## src/rtl/hazard_ctrl_if.sv

```systemverilog
// ============================================================================
// Module      : hazard_ctrl_if
// Description : Pipeline-side signal bundle for the hazard controller.
// Revision    : 1.0
// ============================================================================
`default_nettype none

interface hazard_ctrl_if #(
    parameter int REG_AW = 3,
    parameter int NUM_RD = 2,
    parameter int CNT_W  = 16
);
    logic [NUM_RD*REG_AW-1:0] dec_ReadReg;
    logic [NUM_RD-1:0]        dec_ReadEn;
    logic [NUM_RD*REG_AW-1:0] exe_ReadReg;
    logic [NUM_RD-1:0]        exe_ReadEn;
    logic                     exe_RegWrite;
    logic                     exe_DMemRead;
    logic [REG_AW-1:0]        exe_WriteReg;
    logic                     exe_BranchTaken;
    logic                     mem_RegWrite;
    logic                     mem_DMemRead;
    logic [REG_AW-1:0]        mem_WriteReg;
    logic                     mem_Busy;
    logic                     wb_RegWrite;
    logic [REG_AW-1:0]        wb_WriteReg;

    logic [2*NUM_RD-1:0]      exe_FwdSel;
    logic [2*NUM_RD-1:0]      dec_FwdSel;
    logic                     stall_PC;
    logic                     stall_IFID;
    logic                     bubble_IDEX;
    logic                     stall_IDEX;
    logic                     stall_EXMEM;
    logic                     stall_MEMWB;
    logic                     flush_IFID;
    logic                     flush_IDEX;
    logic [1:0]               hazard_State;
    logic [CNT_W-1:0]         hazard_StallCnt;

    modport master (
        output dec_ReadReg, dec_ReadEn, exe_ReadReg, exe_ReadEn,
               exe_RegWrite, exe_DMemRead, exe_WriteReg, exe_BranchTaken,
               mem_RegWrite, mem_DMemRead, mem_WriteReg, mem_Busy,
               wb_RegWrite, wb_WriteReg,
        input  exe_FwdSel, dec_FwdSel, stall_PC, stall_IFID, bubble_IDEX,
               stall_IDEX, stall_EXMEM, stall_MEMWB, flush_IFID, flush_IDEX,
               hazard_State, hazard_StallCnt
    );

    modport slave (
        input  dec_ReadReg, dec_ReadEn, exe_ReadReg, exe_ReadEn,
               exe_RegWrite, exe_DMemRead, exe_WriteReg, exe_BranchTaken,
               mem_RegWrite, mem_DMemRead, mem_WriteReg, mem_Busy,
               wb_RegWrite, wb_WriteReg,
        output exe_FwdSel, dec_FwdSel, stall_PC, stall_IFID, bubble_IDEX,
               stall_IDEX, stall_EXMEM, stall_MEMWB, flush_IFID, flush_IDEX,
               hazard_State, hazard_StallCnt
    );
endinterface

`default_nettype wire

```

## src/rtl/hazard_ctrl.sv

```systemverilog
// ============================================================================
// Module      : hazard_ctrl
// Description : Operand forwarding, load-use/memory-freeze/branch sequencing.
// Revision    : 1.0
// ============================================================================
`default_nettype none

module hazard_ctrl #(
    parameter int REG_AW         = 3,
    parameter int NUM_RD         = 2,
    parameter int LOAD_STALL_CYC = 1,
    parameter int CNT_W          = 16
) (
    input  wire logic  clk,
    input  wire logic  rst_n,
    hazard_ctrl_if.slave hz
);
    localparam int               c_DW       = (LOAD_STALL_CYC > 1) ? $clog2(LOAD_STALL_CYC) : 1;
    localparam logic [c_DW-1:0]  c_LOAD     = c_DW'(LOAD_STALL_CYC - 1);
    localparam logic [CNT_W-1:0] c_CNT_MAX  = '1;

    typedef enum logic [1:0] {
        S_RUN     = 2'b00,
        S_LDSTALL = 2'b01,
        S_MEMWAIT = 2'b10
    } state_t;

    state_t              r_state;
    state_t              w_next;
    logic [c_DW-1:0]     r_down;
    logic [c_DW-1:0]     w_down_nx;
    logic [CNT_W-1:0]    r_cnt;
    logic                w_cnt_inc;
    logic                w_freeze;
    logic                w_bubble;
    logic                w_flush;
    logic                w_load_use;
    logic [2*NUM_RD-1:0] w_exe_sel;
    logic [2*NUM_RD-1:0] w_dec_sel;

    // Youngest producer wins; a load in MEM has no result yet, so it is skipped.
    function automatic logic [1:0] fwd_one(
        input logic              en,
        input logic [REG_AW-1:0] src
    );
        logic [1:0] sel;
        sel = 2'b00;
        if (en) begin
            if (hz.mem_RegWrite && !hz.mem_DMemRead && hz.mem_WriteReg == src)
                sel = 2'b01;
            else if (hz.wb_RegWrite && hz.wb_WriteReg == src)
                sel = 2'b10;
        end
        return sel;
    endfunction

    for (genvar i = 0; i < NUM_RD; i++) begin : g_fwd
        assign w_exe_sel[2*i +: 2] = fwd_one(hz.exe_ReadEn[i], hz.exe_ReadReg[i*REG_AW +: REG_AW]);
        assign w_dec_sel[2*i +: 2] = fwd_one(hz.dec_ReadEn[i], hz.dec_ReadReg[i*REG_AW +: REG_AW]);
    end

    always_comb begin
        w_load_use = 1'b0;
        for (int i = 0; i < NUM_RD; i++) begin
            if (hz.dec_ReadEn[i] && hz.dec_ReadReg[i*REG_AW +: REG_AW] == hz.exe_WriteReg)
                w_load_use = 1'b1;
        end
        w_load_use = w_load_use & hz.exe_DMemRead & hz.exe_RegWrite;
    end

    always_ff @(posedge clk or negedge rst_n) begin
        if (!rst_n) begin
            r_state <= S_RUN;
            r_down  <= '0;
            r_cnt   <= '0;
        end else begin
            r_state <= w_next;
            r_down  <= w_down_nx;
            if (w_cnt_inc && r_cnt != c_CNT_MAX)
                r_cnt <= r_cnt + CNT_W'(1);
        end
    end

    always_comb begin
        w_next    = r_state;
        w_down_nx = r_down;
        w_freeze  = 1'b0;
        w_bubble  = 1'b0;
        w_flush   = 1'b0;
        w_cnt_inc = 1'b0;
        case (r_state)
            S_LDSTALL: begin
                if (hz.mem_Busy) begin
                    w_freeze = 1'b1;
                end else begin
                    w_bubble  = 1'b1;
                    w_cnt_inc = 1'b1;
                    w_down_nx = r_down - c_DW'(1);
                    if (r_down == c_DW'(1))
                        w_next = S_RUN;
                end
            end
            // MEMWAIT releases straight into RUN rules on the same cycle.
            default: begin
                w_next = S_RUN;
                if (hz.mem_Busy) begin
                    w_freeze = 1'b1;
                    w_next   = S_MEMWAIT;
                end else if (hz.exe_BranchTaken) begin
                    w_flush = 1'b1;
                end else if (w_load_use) begin
                    w_bubble  = 1'b1;
                    w_cnt_inc = 1'b1;
                    if (LOAD_STALL_CYC > 1) begin
                        w_next    = S_LDSTALL;
                        w_down_nx = c_LOAD;
                    end
                end
            end
        endcase
    end

    assign hz.exe_FwdSel      = w_exe_sel & {(2*NUM_RD){rst_n}};
    assign hz.dec_FwdSel      = w_dec_sel & {(2*NUM_RD){rst_n}};
    assign hz.stall_PC        = rst_n & (w_freeze | w_bubble);
    assign hz.stall_IFID      = rst_n & (w_freeze | w_bubble);
    assign hz.bubble_IDEX     = rst_n & w_bubble;
    assign hz.stall_IDEX      = rst_n & w_freeze;
    assign hz.stall_EXMEM     = rst_n & w_freeze;
    assign hz.stall_MEMWB     = rst_n & w_freeze;
    assign hz.flush_IFID      = rst_n & w_flush;
    assign hz.flush_IDEX      = rst_n & w_flush;
    assign hz.hazard_State    = r_state & {2{rst_n}};
    assign hz.hazard_StallCnt = r_cnt & {CNT_W{rst_n}};

endmodule

`default_nettype wire

```

## src/flat_wrapper.sv

```systemverilog
// flat-port wrapper written by rule: the top's interface ports become plain ports
module hazard_ctrl_flat 
#(
    parameter int REG_AW         = 3,
    parameter int NUM_RD         = 2,
    parameter int LOAD_STALL_CYC = 1,
    parameter int CNT_W          = 16
)
  (clk, rst_n, hz_dec_ReadReg, hz_dec_ReadEn, hz_exe_ReadReg, hz_exe_ReadEn, hz_exe_RegWrite, hz_exe_DMemRead, hz_exe_WriteReg, hz_exe_BranchTaken, hz_mem_RegWrite, hz_mem_DMemRead, hz_mem_WriteReg, hz_mem_Busy, hz_wb_RegWrite, hz_wb_WriteReg, hz_exe_FwdSel, hz_dec_FwdSel, hz_stall_PC, hz_stall_IFID, hz_bubble_IDEX, hz_stall_IDEX, hz_stall_EXMEM, hz_stall_MEMWB, hz_flush_IFID, hz_flush_IDEX, hz_hazard_State, hz_hazard_StallCnt);
  hazard_ctrl_if #(.REG_AW(REG_AW), .NUM_RD(NUM_RD), .CNT_W(CNT_W)) hz_i ();
  input  wire logic clk;
  input  wire logic rst_n;
  input wire logic [$bits(hz_i.dec_ReadReg)-1:0] hz_dec_ReadReg;
  input wire logic [$bits(hz_i.dec_ReadEn)-1:0] hz_dec_ReadEn;
  input wire logic [$bits(hz_i.exe_ReadReg)-1:0] hz_exe_ReadReg;
  input wire logic [$bits(hz_i.exe_ReadEn)-1:0] hz_exe_ReadEn;
  input wire logic [$bits(hz_i.exe_RegWrite)-1:0] hz_exe_RegWrite;
  input wire logic [$bits(hz_i.exe_DMemRead)-1:0] hz_exe_DMemRead;
  input wire logic [$bits(hz_i.exe_WriteReg)-1:0] hz_exe_WriteReg;
  input wire logic [$bits(hz_i.exe_BranchTaken)-1:0] hz_exe_BranchTaken;
  input wire logic [$bits(hz_i.mem_RegWrite)-1:0] hz_mem_RegWrite;
  input wire logic [$bits(hz_i.mem_DMemRead)-1:0] hz_mem_DMemRead;
  input wire logic [$bits(hz_i.mem_WriteReg)-1:0] hz_mem_WriteReg;
  input wire logic [$bits(hz_i.mem_Busy)-1:0] hz_mem_Busy;
  input wire logic [$bits(hz_i.wb_RegWrite)-1:0] hz_wb_RegWrite;
  input wire logic [$bits(hz_i.wb_WriteReg)-1:0] hz_wb_WriteReg;
  output wire logic [$bits(hz_i.exe_FwdSel)-1:0] hz_exe_FwdSel;
  output wire logic [$bits(hz_i.dec_FwdSel)-1:0] hz_dec_FwdSel;
  output wire logic [$bits(hz_i.stall_PC)-1:0] hz_stall_PC;
  output wire logic [$bits(hz_i.stall_IFID)-1:0] hz_stall_IFID;
  output wire logic [$bits(hz_i.bubble_IDEX)-1:0] hz_bubble_IDEX;
  output wire logic [$bits(hz_i.stall_IDEX)-1:0] hz_stall_IDEX;
  output wire logic [$bits(hz_i.stall_EXMEM)-1:0] hz_stall_EXMEM;
  output wire logic [$bits(hz_i.stall_MEMWB)-1:0] hz_stall_MEMWB;
  output wire logic [$bits(hz_i.flush_IFID)-1:0] hz_flush_IFID;
  output wire logic [$bits(hz_i.flush_IDEX)-1:0] hz_flush_IDEX;
  output wire logic [$bits(hz_i.hazard_State)-1:0] hz_hazard_State;
  output wire logic [$bits(hz_i.hazard_StallCnt)-1:0] hz_hazard_StallCnt;
  assign hz_i.dec_ReadReg = hz_dec_ReadReg;
  assign hz_i.dec_ReadEn = hz_dec_ReadEn;
  assign hz_i.exe_ReadReg = hz_exe_ReadReg;
  assign hz_i.exe_ReadEn = hz_exe_ReadEn;
  assign hz_i.exe_RegWrite = hz_exe_RegWrite;
  assign hz_i.exe_DMemRead = hz_exe_DMemRead;
  assign hz_i.exe_WriteReg = hz_exe_WriteReg;
  assign hz_i.exe_BranchTaken = hz_exe_BranchTaken;
  assign hz_i.mem_RegWrite = hz_mem_RegWrite;
  assign hz_i.mem_DMemRead = hz_mem_DMemRead;
  assign hz_i.mem_WriteReg = hz_mem_WriteReg;
  assign hz_i.mem_Busy = hz_mem_Busy;
  assign hz_i.wb_RegWrite = hz_wb_RegWrite;
  assign hz_i.wb_WriteReg = hz_wb_WriteReg;
  assign hz_exe_FwdSel = hz_i.exe_FwdSel;
  assign hz_dec_FwdSel = hz_i.dec_FwdSel;
  assign hz_stall_PC = hz_i.stall_PC;
  assign hz_stall_IFID = hz_i.stall_IFID;
  assign hz_bubble_IDEX = hz_i.bubble_IDEX;
  assign hz_stall_IDEX = hz_i.stall_IDEX;
  assign hz_stall_EXMEM = hz_i.stall_EXMEM;
  assign hz_stall_MEMWB = hz_i.stall_MEMWB;
  assign hz_flush_IFID = hz_i.flush_IFID;
  assign hz_flush_IDEX = hz_i.flush_IDEX;
  assign hz_hazard_State = hz_i.hazard_State;
  assign hz_hazard_StallCnt = hz_i.hazard_StallCnt;
  hazard_ctrl #(.REG_AW(REG_AW), .NUM_RD(NUM_RD), .LOAD_STALL_CYC(LOAD_STALL_CYC), .CNT_W(CNT_W)) u_core (.clk(clk), .rst_n(rst_n), .hz(hz_i));
endmodule
```

## config.mk

```make
export PLATFORM = sky130hd
export DESIGN_NAME = hazard_ctrl_flat
export DESIGN_NICKNAME = d
export VERILOG_FILES = /design/src/rtl/hazard_ctrl_if.sv /design/src/rtl/hazard_ctrl.sv /design/src/flat_wrapper.sv
export SDC_FILE = /design/constraint.sdc
export NUM_CORES = 1
export LEC_CHECK = 0
export CORE_UTILIZATION = 25
export CTS_CLUSTER_SIZE = 30
export DETAILED_ROUTE_END_ITERATION = 16
export GPL_TIMING_DRIVEN = 0
export PLACE_DENSITY = 0.52
export SLEW_MARGIN = 5
export SYNTH_ARGS = -nofsm -noshare
export SYNTH_HDL_FRONTEND = slang
export SYNTH_SLANG_ARGS = --single-unit
```

## constraint.sdc

```tcl
create_clock -name clk -period 2.2 [get_ports clk]
set_input_delay 0.22 -clock clk [delete_from_list [all_inputs] [get_ports clk]]
set_output_delay 0.22 -clock clk [all_outputs]
set_load 0.01 [all_outputs]
```

==> impl_metrics.ini <==
[final_layout]
drive_above_1_share_pct = 12.8
multi_input_area_sq_um = 947
utilization_pct = 42.4
nFillCells = 530
design_area_sq_um = 2230
areaGrowthSynthToFinish_pct = 59.1
antenna_cells = 0
seq_area_sq_um = 425
final_nets = 263

[power_and_ir_drop]
power.leakage_nw = 0.937
vdd_drop_max_uv = 272
power_density_nw_per_um2 = 355

[sta]
timing.final.crit_share_pct = 96.8
period_minus_slack_ps = 2130
worst_slew_margin_rel_pct = 46.0
fin_tns_setup_ps = 0
clock.fmax_mhz = 470
worst_pin_slew_ps = 808
fin_ws_ps = 70.7
skew_ps = 1.98
slew_viol_final = 0
rsz0062_at_grt = no
finalHoldViolations = 0
setup_viol = 0

[critical_path]
reg2reg_slack_ps = 440
startpoint_type = primary input
required_ps = 1980
worstPathMaxFanout = 4
cp-end-kind = output pin
worst_ep_arrival_time_ps = 1910
criticalPathCategory = in2out

[detailed_routing]
drtAntennaViolNets = 0
drt-total-wl_mm = 4.03
viasPerCell = 4.44
post_drt_wl_per_cell_um = 13.6
dr.pass1.iters = 4
drtIter0Drc = 43
route.vias.total = 1318
drc = 0

[yosys]
synth_top_flop_cell = dfrtp_1
synthDistinctLibCells = 29
synth-edff-count = 0
syn_avg_cell_area_sq_um = 9.18
synth_seq_area_share_pct = 30.3
syn_inst = 153
ys_async_sr_fraction_pct = 100
synth_area_sq_um = 1400
syn-num-nets = 188
synth.ff_latch_count = 17
yosys_warnings = 0

[clock_tree]
cts_sinks = 17
clkLatencyLatePin_ps = 250
cts.reportedPaths.clkPinSlew_ps = 70
clock_path_buffers = 2
numCtsBuffers = 3
cts_tree = yes
htreeDepth = 1
root_buffer = clkbuf_8

[job]
maxCapViolCount = 0

[floorplan]
num_rows = 26
die_y_um = 76.9
die_x_um = 76.9
fp.dieArea_sq_um = 5920
num_io_pins = 68
coreArea_sq_um = 5270
initial_core_util_pct = 26.6

[outcome]
status = complete, no violations

[global_route]
grt_pass1_vias = 1290
grt_pass1_wl_mm = 6.82
antenna_found_initial = 0
grt_max_degree = 18
track_usage_pct = 14.4
grt.overflow.total = 0

[placed_design]
place.detailed.hpwl_mm = 3.02
pre_cts_ws_ps = -852
gp_congestion = 0.729
placed_cell_area_sq_um = 2150
port_buffers = 66

[worst_hold_path]
hp-class = reg2reg
-- placed cells by master, fill, tap and decap left out, types with 3 or more instances in the layout --
cell,n
clkdlybuf4s50_1,48
xnor2_1,23
and2_1,22
xor2_1,20
dfrtp_1,17
nand4_1,13
dlygate4sd2_1,13
and3_1,10
buf_4,9
nand3_1,6
clkbuf_2,4
nor4_2,4
nor4_1,4
nand2_1,4
nor2_1,3
clkbuf_8,3
-- through the flow --
| step | total power, mW | cells | hold slack [ps] |
|---|---|---|---|
| after floorplan | 0.429 | 153 | -75.6 |
| after global placement | 0.564 | 289 | 484 |
| after detailed placement | 0.563 | 289 | 481 |
| after CTS | 0.798 | 297 | 503 |
| after global routing | 0.836 | 297 | 526 |
| final | 0.793 | 297 | 501 |
-- where the power goes --
group	internal, mW	leakage [nW]	switching (mW)	total [mW]
registers	0.324	0.229	0.0106	0.334
clock network	0.128	0.0228	0.107	0.236
logic	0.122	0.686	0.101	0.223
-- area by class of cell --
type	count	area share, %
well taps	70	3.92
multi-input cells	126	42.4
inverters	1	0.168
plain buffers	9	2.80
clock buffers	4	2.02
repair buffers	70	29.6
flip-flops and latches	17	19.0
-- cell families (layout without fill, tap and decap cells) --
group / after synthesis / count (layout) / synth area share [%]
adders and majority gates: 1 / 1 / 0.891
and+or+nand+nor: 73 / 73 / 31.2
other: 1 / 1 / 0.267
buffers and inverters: 10 / 84 / 4.55
muxes: 2 / 2 / 1.52
AOI/OAI and AO/OA: 6 / 6 / 4.46
xor gates and xnor gates: 43 / 43 / 26.8
DFF: 17 / 17 / 30.3
-- final timing paths --
check | start | to | cells past startpoint
worst min-delay path | u_core.r_cnt[10]$_DFFE_PN0P_ | u_core.r_cnt[10]$_DFFE_PN0P_ | 1
max in group asynchronous | rst_n | u_core.r_cnt[13]$_DFFE_PN0P_ | 2
worst max register to register | u_core.r_cnt[0]$_DFFE_PN0P_ | u_core.r_cnt[1]$_DFFE_PN0P_ | 6
worst min register to register | u_core.r_cnt[10]$_DFFE_PN0P_ | u_core.r_cnt[10]$_DFFE_PN0P_ | 1
min in group asynchronous | rst_n | u_core.r_cnt[2]$_DFFE_PN0P_ | 2
worst max-delay path | hz_wb_WriteReg[0] | hz_dec_FwdSel[1] | 5
-- layer usage --
metal | vias to the layer above | part of all wire, % | global-route usage [%]
met1 | 598 | 53 | 21.7
met3 | 0 | 5.6 | 3.10
li1 | 678 | - | -
met5 | - | 0 | 0
met4 | 0 | 0 | 1.73
met2 | 42 | 41 | 21.1
-- synth_stat cells, drive strengths merged (2+ instances only) --
cell type	count	area share, %
nor2	3	0.80
xnor2	23	14
and2	23	10
clkbuf	3	0.80
and4	2	1.2
and3	10	4.5
dfrtp	17	30
xor2	20	12
nor4	8	3.6
buf	6	3.5
nand2	6	2.0
nand4	13	5.8
nand3	6	2.1
-- worst max-delay path: stages --
cell	delay, ps
clkdlybuf4s50_1	620
xnor2_1	150
nand4_1	110
nor4_1	210
clkdlybuf4s50_1	590
-- sequential cells by signal (all words and copies together) (netlist names) --
name            flops
u_core.r_cnt       16
u_core.r_state      1
-- timing repair --
action	CTS	global route
resized for setup	25	9
hold buffers	1	0
endpoints found under the setup margin	33	9
buffers inserted	3	0
pin swaps	4	11
endpoints found under the hold margin	17	0
No activity file was read; power rests on OpenSTA's default activity.
